--- src/rtl/adder_share_arbiter_if.sv ---
// Request/response bundle for adder_share_arbiter.
// The master drives requests and consumes responses. The slave is the arbiter.
interface adder_share_arbiter_if #(
    parameter int DATA_W = 16,
    parameter int N_REQ  = 4,
    parameter int ID_W   = $clog2(N_REQ)
);
    logic [N_REQ-1:0]        req_valid;
    logic [N_REQ-1:0]        req_ready;
    logic [N_REQ*DATA_W-1:0] req_a;
    logic [N_REQ*DATA_W-1:0] req_b;
    logic [N_REQ-1:0]        req_cin;
    logic [N_REQ-1:0]        req_chain;
    logic                    rsp_valid;
    logic                    rsp_ready;
    logic [ID_W-1:0]         rsp_id;
    logic [DATA_W-1:0]       rsp_sum;
    logic                    rsp_cout;

    modport master (
        output req_valid, req_a, req_b, req_cin, req_chain, rsp_ready,
        input  req_ready, rsp_valid, rsp_id, rsp_sum, rsp_cout
    );

    modport slave (
        input  req_valid, req_a, req_b, req_cin, req_chain, rsp_ready,
        output req_ready, rsp_valid, rsp_id, rsp_sum, rsp_cout
    );
endinterface

--- src/rtl/adder_share_arbiter.sv ---
// adder_share_arbiter: round-robin arbiter that feeds one shared two-stage
// pipelined adder from N_REQ requesters. Results leave on a single response
// port that supports backpressure. All state changes on negedge clk.
// Optional feature macro ADD_ARB_CARRY_CHAIN_EN adds per-requester carry
// registers. These are loaded from completed responses and selected by
// req_chain for multi-word adds.
module adder_share_arbiter #(
    parameter int DATA_W = 16,
    parameter int N_REQ  = 4,
    parameter int ID_W   = $clog2(N_REQ)
) (
    input logic                  clk,
    input logic                  rst,
    adder_share_arbiter_if.slave bus
);

    logic [ID_W-1:0]   ptr_q, ptr_d;
    logic              s1_valid_q, s1_valid_d;
    logic [DATA_W-1:0] s1_a_q, s1_a_d;
    logic [DATA_W-1:0] s1_b_q, s1_b_d;
    logic              s1_cin_q, s1_cin_d;
    logic [ID_W-1:0]   s1_id_q, s1_id_d;
    logic              rsp_valid_q, rsp_valid_d;
    logic [ID_W-1:0]   rsp_id_q, rsp_id_d;
    logic [DATA_W-1:0] rsp_sum_q, rsp_sum_d;
    logic              rsp_cout_q, rsp_cout_d;

    logic              stall;
    logic              accept;
    logic [N_REQ-1:0]  eligible;
    logic              gnt_valid;
    logic [ID_W-1:0]   gnt_id;
    logic [DATA_W-1:0] gnt_a;
    logic [DATA_W-1:0] gnt_b;
    logic              gnt_cin;
    logic [N_REQ-1:0]  ready;
    logic [DATA_W:0]   s1_total;

`ifdef ADD_ARB_CARRY_CHAIN_EN
    logic [N_REQ-1:0]  cy_q, cy_d;
`else
    logic              unused_chain;
    assign unused_chain = ^bus.req_chain;
`endif

    assign stall    = rsp_valid_q && !bus.rsp_ready;
    assign accept   = gnt_valid && !stall && !rst;
    assign s1_total = {1'b0, s1_a_q} + {1'b0, s1_b_q} + {{DATA_W{1'b0}}, s1_cin_q};

    // Requests that may compete this cycle.
    // A chained request waits while its own earlier op is still in flight.
    always_comb begin
        eligible = bus.req_valid;
`ifdef ADD_ARB_CARRY_CHAIN_EN
        for (int unsigned i = 0; i < N_REQ; i++) begin
            if (bus.req_chain[i] &&
                ((s1_valid_q && s1_id_q == ID_W'(i)) ||
                 (rsp_valid_q && rsp_id_q == ID_W'(i)))) begin
                eligible[i] = 1'b0;
            end
        end
`endif
    end

    // Round-robin search from ptr_q; the first eligible requester wins
    always_comb begin
        int unsigned idx;
        gnt_valid = 1'b0;
        gnt_id    = '0;
        gnt_a     = '0;
        gnt_b     = '0;
        gnt_cin   = 1'b0;
        idx       = 0;
        for (int unsigned off = 0; off < N_REQ; off++) begin
            idx = 32'(ptr_q) + off;
            if (idx >= N_REQ) begin
                idx = idx - N_REQ;
            end
            if (!gnt_valid && eligible[idx]) begin
                gnt_valid = 1'b1;
                gnt_id    = ID_W'(idx);
                gnt_a     = bus.req_a[idx*DATA_W +: DATA_W];
                gnt_b     = bus.req_b[idx*DATA_W +: DATA_W];
`ifdef ADD_ARB_CARRY_CHAIN_EN
                gnt_cin   = bus.req_chain[idx] ? cy_q[idx] : bus.req_cin[idx];
`else
                gnt_cin   = bus.req_cin[idx];
`endif
            end
        end
    end

    // One-hot ready towards the winner, only when the accept can happen
    always_comb begin
        ready = '0;
        for (int unsigned i = 0; i < N_REQ; i++) begin
            ready[i] = accept && (gnt_id == ID_W'(i));
        end
    end

    // Pipeline advance, pointer update and carry capture
    always_comb begin
        ptr_d       = ptr_q;
        s1_valid_d  = s1_valid_q;
        s1_a_d      = s1_a_q;
        s1_b_d      = s1_b_q;
        s1_cin_d    = s1_cin_q;
        s1_id_d     = s1_id_q;
        rsp_valid_d = rsp_valid_q;
        rsp_id_d    = rsp_id_q;
        rsp_sum_d   = rsp_sum_q;
        rsp_cout_d  = rsp_cout_q;
`ifdef ADD_ARB_CARRY_CHAIN_EN
        cy_d        = cy_q;
        if (rsp_valid_q && bus.rsp_ready) begin
            for (int unsigned i = 0; i < N_REQ; i++) begin
                if (rsp_id_q == ID_W'(i)) begin
                    cy_d[i] = rsp_cout_q;
                end
            end
        end
`endif
        if (!stall) begin
            rsp_valid_d = s1_valid_q;
            if (s1_valid_q) begin
                rsp_sum_d  = s1_total[DATA_W-1:0];
                rsp_cout_d = s1_total[DATA_W];
                rsp_id_d   = s1_id_q;
            end
            s1_valid_d = accept;
        end
        if (accept) begin
            s1_a_d   = gnt_a;
            s1_b_d   = gnt_b;
            s1_cin_d = gnt_cin;
            s1_id_d  = gnt_id;
            if (gnt_id == ID_W'(N_REQ - 1)) begin
                ptr_d = '0;
            end else begin
                ptr_d = gnt_id + 1'b1;
            end
        end
    end

    // State registers with synchronous reset
    always_ff @(negedge clk) begin
        if (rst) begin
            ptr_q       <= '0;
            s1_valid_q  <= 1'b0;
            s1_a_q      <= '0;
            s1_b_q      <= '0;
            s1_cin_q    <= 1'b0;
            s1_id_q     <= '0;
            rsp_valid_q <= 1'b0;
            rsp_id_q    <= '0;
            rsp_sum_q   <= '0;
            rsp_cout_q  <= 1'b0;
`ifdef ADD_ARB_CARRY_CHAIN_EN
            cy_q        <= '0;
`endif
        end else begin
            ptr_q       <= ptr_d;
            s1_valid_q  <= s1_valid_d;
            s1_a_q      <= s1_a_d;
            s1_b_q      <= s1_b_d;
            s1_cin_q    <= s1_cin_d;
            s1_id_q     <= s1_id_d;
            rsp_valid_q <= rsp_valid_d;
            rsp_id_q    <= rsp_id_d;
            rsp_sum_q   <= rsp_sum_d;
            rsp_cout_q  <= rsp_cout_d;
`ifdef ADD_ARB_CARRY_CHAIN_EN
            cy_q        <= cy_d;
`endif
        end
    end

    assign bus.req_ready = ready;
    assign bus.rsp_valid = rsp_valid_q;
    assign bus.rsp_id    = rsp_id_q;
    assign bus.rsp_sum   = rsp_sum_q;
    assign bus.rsp_cout  = rsp_cout_q;

endmodule

--- src/flat_wrapper.sv ---
// flat-port wrapper written by rule: the top's interface ports become plain ports
module adder_share_arbiter_flat 
#(
    parameter int DATA_W = 16,
    parameter int N_REQ  = 4,
    parameter int ID_W   = $clog2(N_REQ)
)
  (clk, rst, bus_req_valid, bus_req_a, bus_req_b, bus_req_cin, bus_req_chain, bus_rsp_ready, bus_req_ready, bus_rsp_valid, bus_rsp_id, bus_rsp_sum, bus_rsp_cout);
  adder_share_arbiter_if #(.DATA_W(DATA_W), .N_REQ(N_REQ), .ID_W(ID_W)) bus_i ();
  input logic clk;
  input logic rst;
  input wire logic [$bits(bus_i.req_valid)-1:0] bus_req_valid;
  input wire logic [$bits(bus_i.req_a)-1:0] bus_req_a;
  input wire logic [$bits(bus_i.req_b)-1:0] bus_req_b;
  input wire logic [$bits(bus_i.req_cin)-1:0] bus_req_cin;
  input wire logic [$bits(bus_i.req_chain)-1:0] bus_req_chain;
  input wire logic [$bits(bus_i.rsp_ready)-1:0] bus_rsp_ready;
  output wire logic [$bits(bus_i.req_ready)-1:0] bus_req_ready;
  output wire logic [$bits(bus_i.rsp_valid)-1:0] bus_rsp_valid;
  output wire logic [$bits(bus_i.rsp_id)-1:0] bus_rsp_id;
  output wire logic [$bits(bus_i.rsp_sum)-1:0] bus_rsp_sum;
  output wire logic [$bits(bus_i.rsp_cout)-1:0] bus_rsp_cout;
  assign bus_i.req_valid = bus_req_valid;
  assign bus_i.req_a = bus_req_a;
  assign bus_i.req_b = bus_req_b;
  assign bus_i.req_cin = bus_req_cin;
  assign bus_i.req_chain = bus_req_chain;
  assign bus_i.rsp_ready = bus_rsp_ready;
  assign bus_req_ready = bus_i.req_ready;
  assign bus_rsp_valid = bus_i.rsp_valid;
  assign bus_rsp_id = bus_i.rsp_id;
  assign bus_rsp_sum = bus_i.rsp_sum;
  assign bus_rsp_cout = bus_i.rsp_cout;
  adder_share_arbiter #(.DATA_W(DATA_W), .N_REQ(N_REQ), .ID_W(ID_W)) u_core (.clk(clk), .rst(rst), .bus(bus_i));
endmodule
--- config.mk ---
export PLATFORM = sky130hd
export DESIGN_NAME = adder_share_arbiter_flat
export DESIGN_NICKNAME = d
export VERILOG_FILES = /design/src/rtl/adder_share_arbiter_if.sv /design/src/rtl/adder_share_arbiter.sv /design/src/flat_wrapper.sv
export SDC_FILE = /design/constraint.sdc
export NUM_CORES = 1
export LEC_CHECK = 0
export ABC_AREA = 1
export ABC_CLOCK_PERIOD_IN_PS = 3600
export BUFFER_PORTS_ARGS = -buffer_cell sky130_fd_sc_hd__buf_4
export CAP_MARGIN = 40
export CORE_MARGIN = 5
export CORE_UTILIZATION = 55
export CTS_BUF_LIST = sky130_fd_sc_hd__clkbuf_2 sky130_fd_sc_hd__clkbuf_4 sky130_fd_sc_hd__clkbuf_8
export CTS_CLUSTER_SIZE = 20
export DETAILED_ROUTE_END_ITERATION = 16
export MAX_ROUTING_LAYER = met4
export PLACE_DENSITY = 0.88
export SYNTH_ARGS = -nofsm -noshare
export SYNTH_HDL_FRONTEND = slang
export SYNTH_SLANG_ARGS = --single-unit
--- constraint.sdc ---
create_clock -name clk -period 3.6 [get_ports clk]
set_input_delay 0.18 -clock clk [delete_from_list [all_inputs] [get_ports clk]]
set_output_delay 0.18 -clock clk [all_outputs]
set_load 0.1 [all_outputs]
Yosys cells after proc, flatten, opt, wreduce, memory -nomap -nowiden. Index checks and enable logic that the tools add are counted.

Flip-flop bits (word level): 58. Input bits: 143. Output and inout bits: 24. Word-level logic and storage cells: 99.

$add $sub $neg: 10. $lt $le $gt $ge: 8. Equality and inequality tests: 3. Shift operators: 8. Mux-type cells: 41. Bitwise gates (word level): 1. Reduce and logical (&&, ||, !) cells: 18.

Operators with widths (number): 64-bit by 33-bit indexed part select with 16-bit output (8); 32-bit by 3-bit < comparator with 1-bit output, second input constant (4); 16-bit two-way mux (8); 32-bit two-way mux (4); 32-bit by 3-bit greater-or-equal comparator with 1-bit output, second input constant (3); 32-bit by 3-bit subtractor with 32-bit output, second input constant (3); 16-bit by 16-bit adder with 17-bit output (1); 17-bit by 1-bit adder with 17-bit output (1); 1-bit binary-select mux with 2-bit select (8); 1-bit two-way mux (16); 1-bit logical AND (10); 2-bit two-way mux (5); 2-bit by 2-bit adder with 3-bit output, second input constant (2); 1-bit zero test (6); 2-bit equality test, second input constant (2); 2-bit by 3-bit subtractor with 4-bit output, second input constant (1); 2-bit by 1-bit adder with 3-bit output, second input constant (1); 2-bit by 3-bit greater-or-equal comparator with 1-bit output, second input constant (1); 2-bit by 1-bit adder with 2-bit output, second input constant (1); 2-bit by 1-bit equality test with 1-bit output, second input constant (1); 2-bit zero test (1); 2-bit AND reduction (1); 1-bit NOT (1).

Longest topological paths before layout.
Depth in word-level cells: 17. Gate-level depth with buffers: 17. Mapped depth without buffers: 14.

==> impl_metrics.toml <==
[clock_network]
cts_tree = "built"
cts_buffers = 9
cts_root_buf = "clkbuf_8"
cts_hold_buf = 0
clk_latency_ns = 0.40
htree_levels = 3
clockBufferDepth = 2
clk_pin_slew_ns = 0.06
cts_sinks = 58

[setup_path]
cp-startpoint = "u_core.ptr_q[0]$_SDFFE_NP0P_"
slowest_stage = "dfxtp_4"
arrival_ns = 4.15
cp.required_ns = 3.42
crit_top_cell = "nand2_4"
path_depth = 16
cp-end-kind = "output port"
timing.rr.end = "u_core.s1_b_q[8]$_SDFFE_NP0P_"
cpPeakStageDelay_ns = 0.36
cp-start-kind = "flip-flop"
worst-path-buf-inv = 6
crit_type = "flip-flop to output port"
reg2reg_from = "u_core.ptr_q[0]$_SDFFE_NP0P_"
crit_chain = "inv_4 -> buf_6 -> nand2_1 -> nand2_2 -> nand2_4 -> nand2_4 -> o21ai_2 -> nand2_1 -> nand2_2 -> inv_2 -> nand2_4 -> inv_4 -> ha_4 -> inv_2 -> nor2_4 -> buf_12"
path_delay_family = "simple AND/OR/NAND/NOR gates"
reg2reg_slack_ns = 0.22
cp_max_fo = 8
crit_end = "bus_req_ready[1]"
worst-r2r-cell-count = 11

[synth]
synth-edff-count = 0
yosys.area.top_type = "nand2_1"
ys_ff_latch = 58
synth_top_area_share_pct = 31.67
netlist_area_um2 = 8000
yosysSeqAreaShare_pct = 14.51
yosys_most_used_dff = "dfxtp_1"
netlist_top_cells_area = "nand2_1, dfxtp_1, nand3_1, nor2_1, inv_1"
avgSynthCellArea_um2 = 5.076
synth_most_common_cell = "nand2_1"
yosysUniqueCellTypes = 38
netlist_instances = 1576
synth_nets = 1745
yosys_warnings = 0
synth-async-reset-ratio_pct = 0
ys_top_cells_by_count = "nand2_1, nand3_1, nor2_1"

[timing]
rsz0062_at_grt = "yes"
finalHoldViolations = 0
tightest_slew_ns = 0.9035
worst_slew_margin_rel_pct = 39.77
slew_violations = 0
setup_slack_ns = -0.7337
setup_viol = 4
finClkSkew_ns = 0.02764

[power_and_ir_drop]
ir_worst_vdd_mv = 0.6370
power.total_uw = 9181
p_per_area_nw_per_um2 = 906.1
p_leak_uw = 0.006000

[drt]
viasPerCell = 5.485
dr.pass1.iters = 8
first_iter_violations = 1155
vias = 10700
drtAntennaViolNets = 0
routed_wl_um = 27820
drc = 0
wl_per_cell_um = 14.26

[floorplanning]
fp.dieW_um = 130.6
start_util_pct = 55.46
die_y_um = 130.6
io_pins = 167
placementRows = 44
core_area_um2 = 14420
die-area_um2 = 17060

[min_path]
hold_path_startpoint = "u_core.s1_b_q[4]$_SDFFE_NP0P_"
min_path_type = "flip-flop to flip-flop"

[global_route]
grt-ovfl-total = 0
antenna_found_initial = 0
grt_pass1_vias = 10140
grt.total_usage_pct = 32.65
grt_max_degree = 90
grt_pass1_wl_um = 44900

[cells_and_area]
design_area_um2 = 10130
multi_input_area_um2 = 6123
fill_cells = 1279
drive_gt1_share_pct = 18.68
fin_nets = 1931
seq_area_um2 = 1166
final_core_util_pct = 70.25
antennaDiodeCount = 0
syn2layout_area_growth_pct = 26.65

[placed_design]
post-place-ws_ns = -0.3800
io_buffer_count = 162
place_hpwl_um = 18500
gp_congestion = 0.9324
dpl-instance-area_um2 = 9329

[run]
maxCapViolCount = 0

[run_status]
violations = "negative setup slack"
status = "finished with violations"
-- cells in the final DEF, fill, tap and decap left out, types with 2 or more instances in the layout --
| cell | count |
|---|---|
| nor2_1 | 174 |
| buf_4 | 207 |
| ha_1 | 19 |
| ha_4 | 5 |
| and2_1 | 2 |
| o21ai_0 | 52 |
| nor2_4 | 6 |
| nand2_4 | 10 |
| buf_12 | 5 |
| o21ai_1 | 10 |
| a21oi_1 | 25 |
| inv_1 | 161 |
| a21boi_0 | 16 |
| inv_4 | 8 |
| inv_2 | 10 |
| buf_6 | 5 |
| or2_2 | 32 |
| a21oi_2 | 2 |
| nor2_2 | 2 |
| fa_1 | 2 |
| clkbuf_8 | 9 |
| nand2_2 | 12 |
| mux2i_1 | 2 |
| a21boi_1 | 6 |
| nand3_1 | 204 |
| bufinv_16 | 2 |
| xnor2_1 | 2 |
| xor2_1 | 3 |
| nand2_1 | 657 |
| nand4_1 | 37 |
| dfxtp_1 | 56 |
| nand3_2 | 5 |
| o211ai_1 | 3 |
-- cells by family after synthesis --
| kind of cell | count (synthesis) | share of synthesized area [%] |
|---|---|---|
| AO/OA/AOI/OAI | 120 | 8.414 |
| adder cells (fa/ha/maj) | 26 | 4.254 |
| multiplexers | 2 | 0.2502 |
| buffers and inverters | 220 | 11.96 |
| XOR/XNOR | 5 | 0.5475 |
| AND/OR/NAND/NOR | 1145 | 60.06 |
| flip-flops | 58 | 14.51 |
-- registers in the layout, indices dropped and copies added, names as in the netlist --
name / flops
u_core.s1_id_q: 2
u_core.s1_valid_q: 1
u_core.s1_b_q: 16
u_core.bus.rsp_sum: 16
u_core.s1_a_q: 16
u_core.ptr_q: 2
u_core.s1_cin_q: 1
u_core.bus.rsp_valid: 1
u_core.bus.rsp_cout: 1
u_core.bus.rsp_id: 2
-- stage by stage --
step	setup TNS [ns]	std cells	hold slack, ns
3_5_place_dp	-7.809	1864	0.4671
5_1_grt	-3.745	1951	0.4951
6_report	-2.807	1951	0.4753
2_1_floorplan	-3.161	1576	0.4482
3_3_place_gp	-6.275	1864	0.4638
4_1_cts	-3.496	1954	0.4752
-- what timing repair did --
| item | CTS | global route |
|---|---|---|
| endpoints found under the setup margin | 4 | 41 |
| setup buffers | 17 | 4 |
| pin swaps | 13 | 22 |
| resized for setup | 42 | 34 |
-- worst min-delay path by stage --
stage,endpoint,depth (start not counted),slack [ns]
after floorplan,u_core.s1_id_q[1]$_SDFFE_NP0P_,2,0.45
after global placement,u_core.s1_id_q[1]$_SDFFE_NP0P_,2,0.46
after detailed placement,u_core.s1_a_q[15]$_SDFFE_NP0P_,2,0.47
after CTS,u_core.s1_b_q[4]$_SDFFE_NP0P_,2,0.48
after global routing,u_core.s1_b_q[14]$_SDFFE_NP0P_,2,0.50
final,u_core.s1_b_q[4]$_SDFFE_NP0P_,2,0.48
-- power by group --
part           internal [uW]  switching [uW]
logic                   2400            4820
registers                878             140
clock network            473             465
total                   3750            5430
-- routing by layer --
layer / vias to the layer above / share of wire, % / routed length (um) / track usage (%)
met1: 4715 / 40 / 11080 / 38.36
met3: 94 / 8.7 / 2423 / 5.447
met2: 562 / 47 / 13120 / 53.59
li1: 5330 / - / - / -
met4: 0 / 4.3 / 1200 / 17.00
met5: - / 0 / 0 / -
-- layout make-up --
| type | count | area share [%] |
|---|---|---|
| multi-input cells | 1298 | 60.43 |
| repair buffers | 217 | 16.88 |
| inverters | 120 | 4.643 |
| flip-flops and latches | 58 | 11.51 |
| well taps | 184 | 2.272 |
| clock inverters | 65 | 3.038 |
| clock buffers | 9 | 1.223 |
-- worst min-delay path, delay by kind of cell (launching register included) --
| family | cells | cell delay, ns |
|---|---|---|
| simple gates | 2 | 0.13 |
| flops | 1 | 0.30 |
No activity file was read; power rests on OpenSTA's default activity.
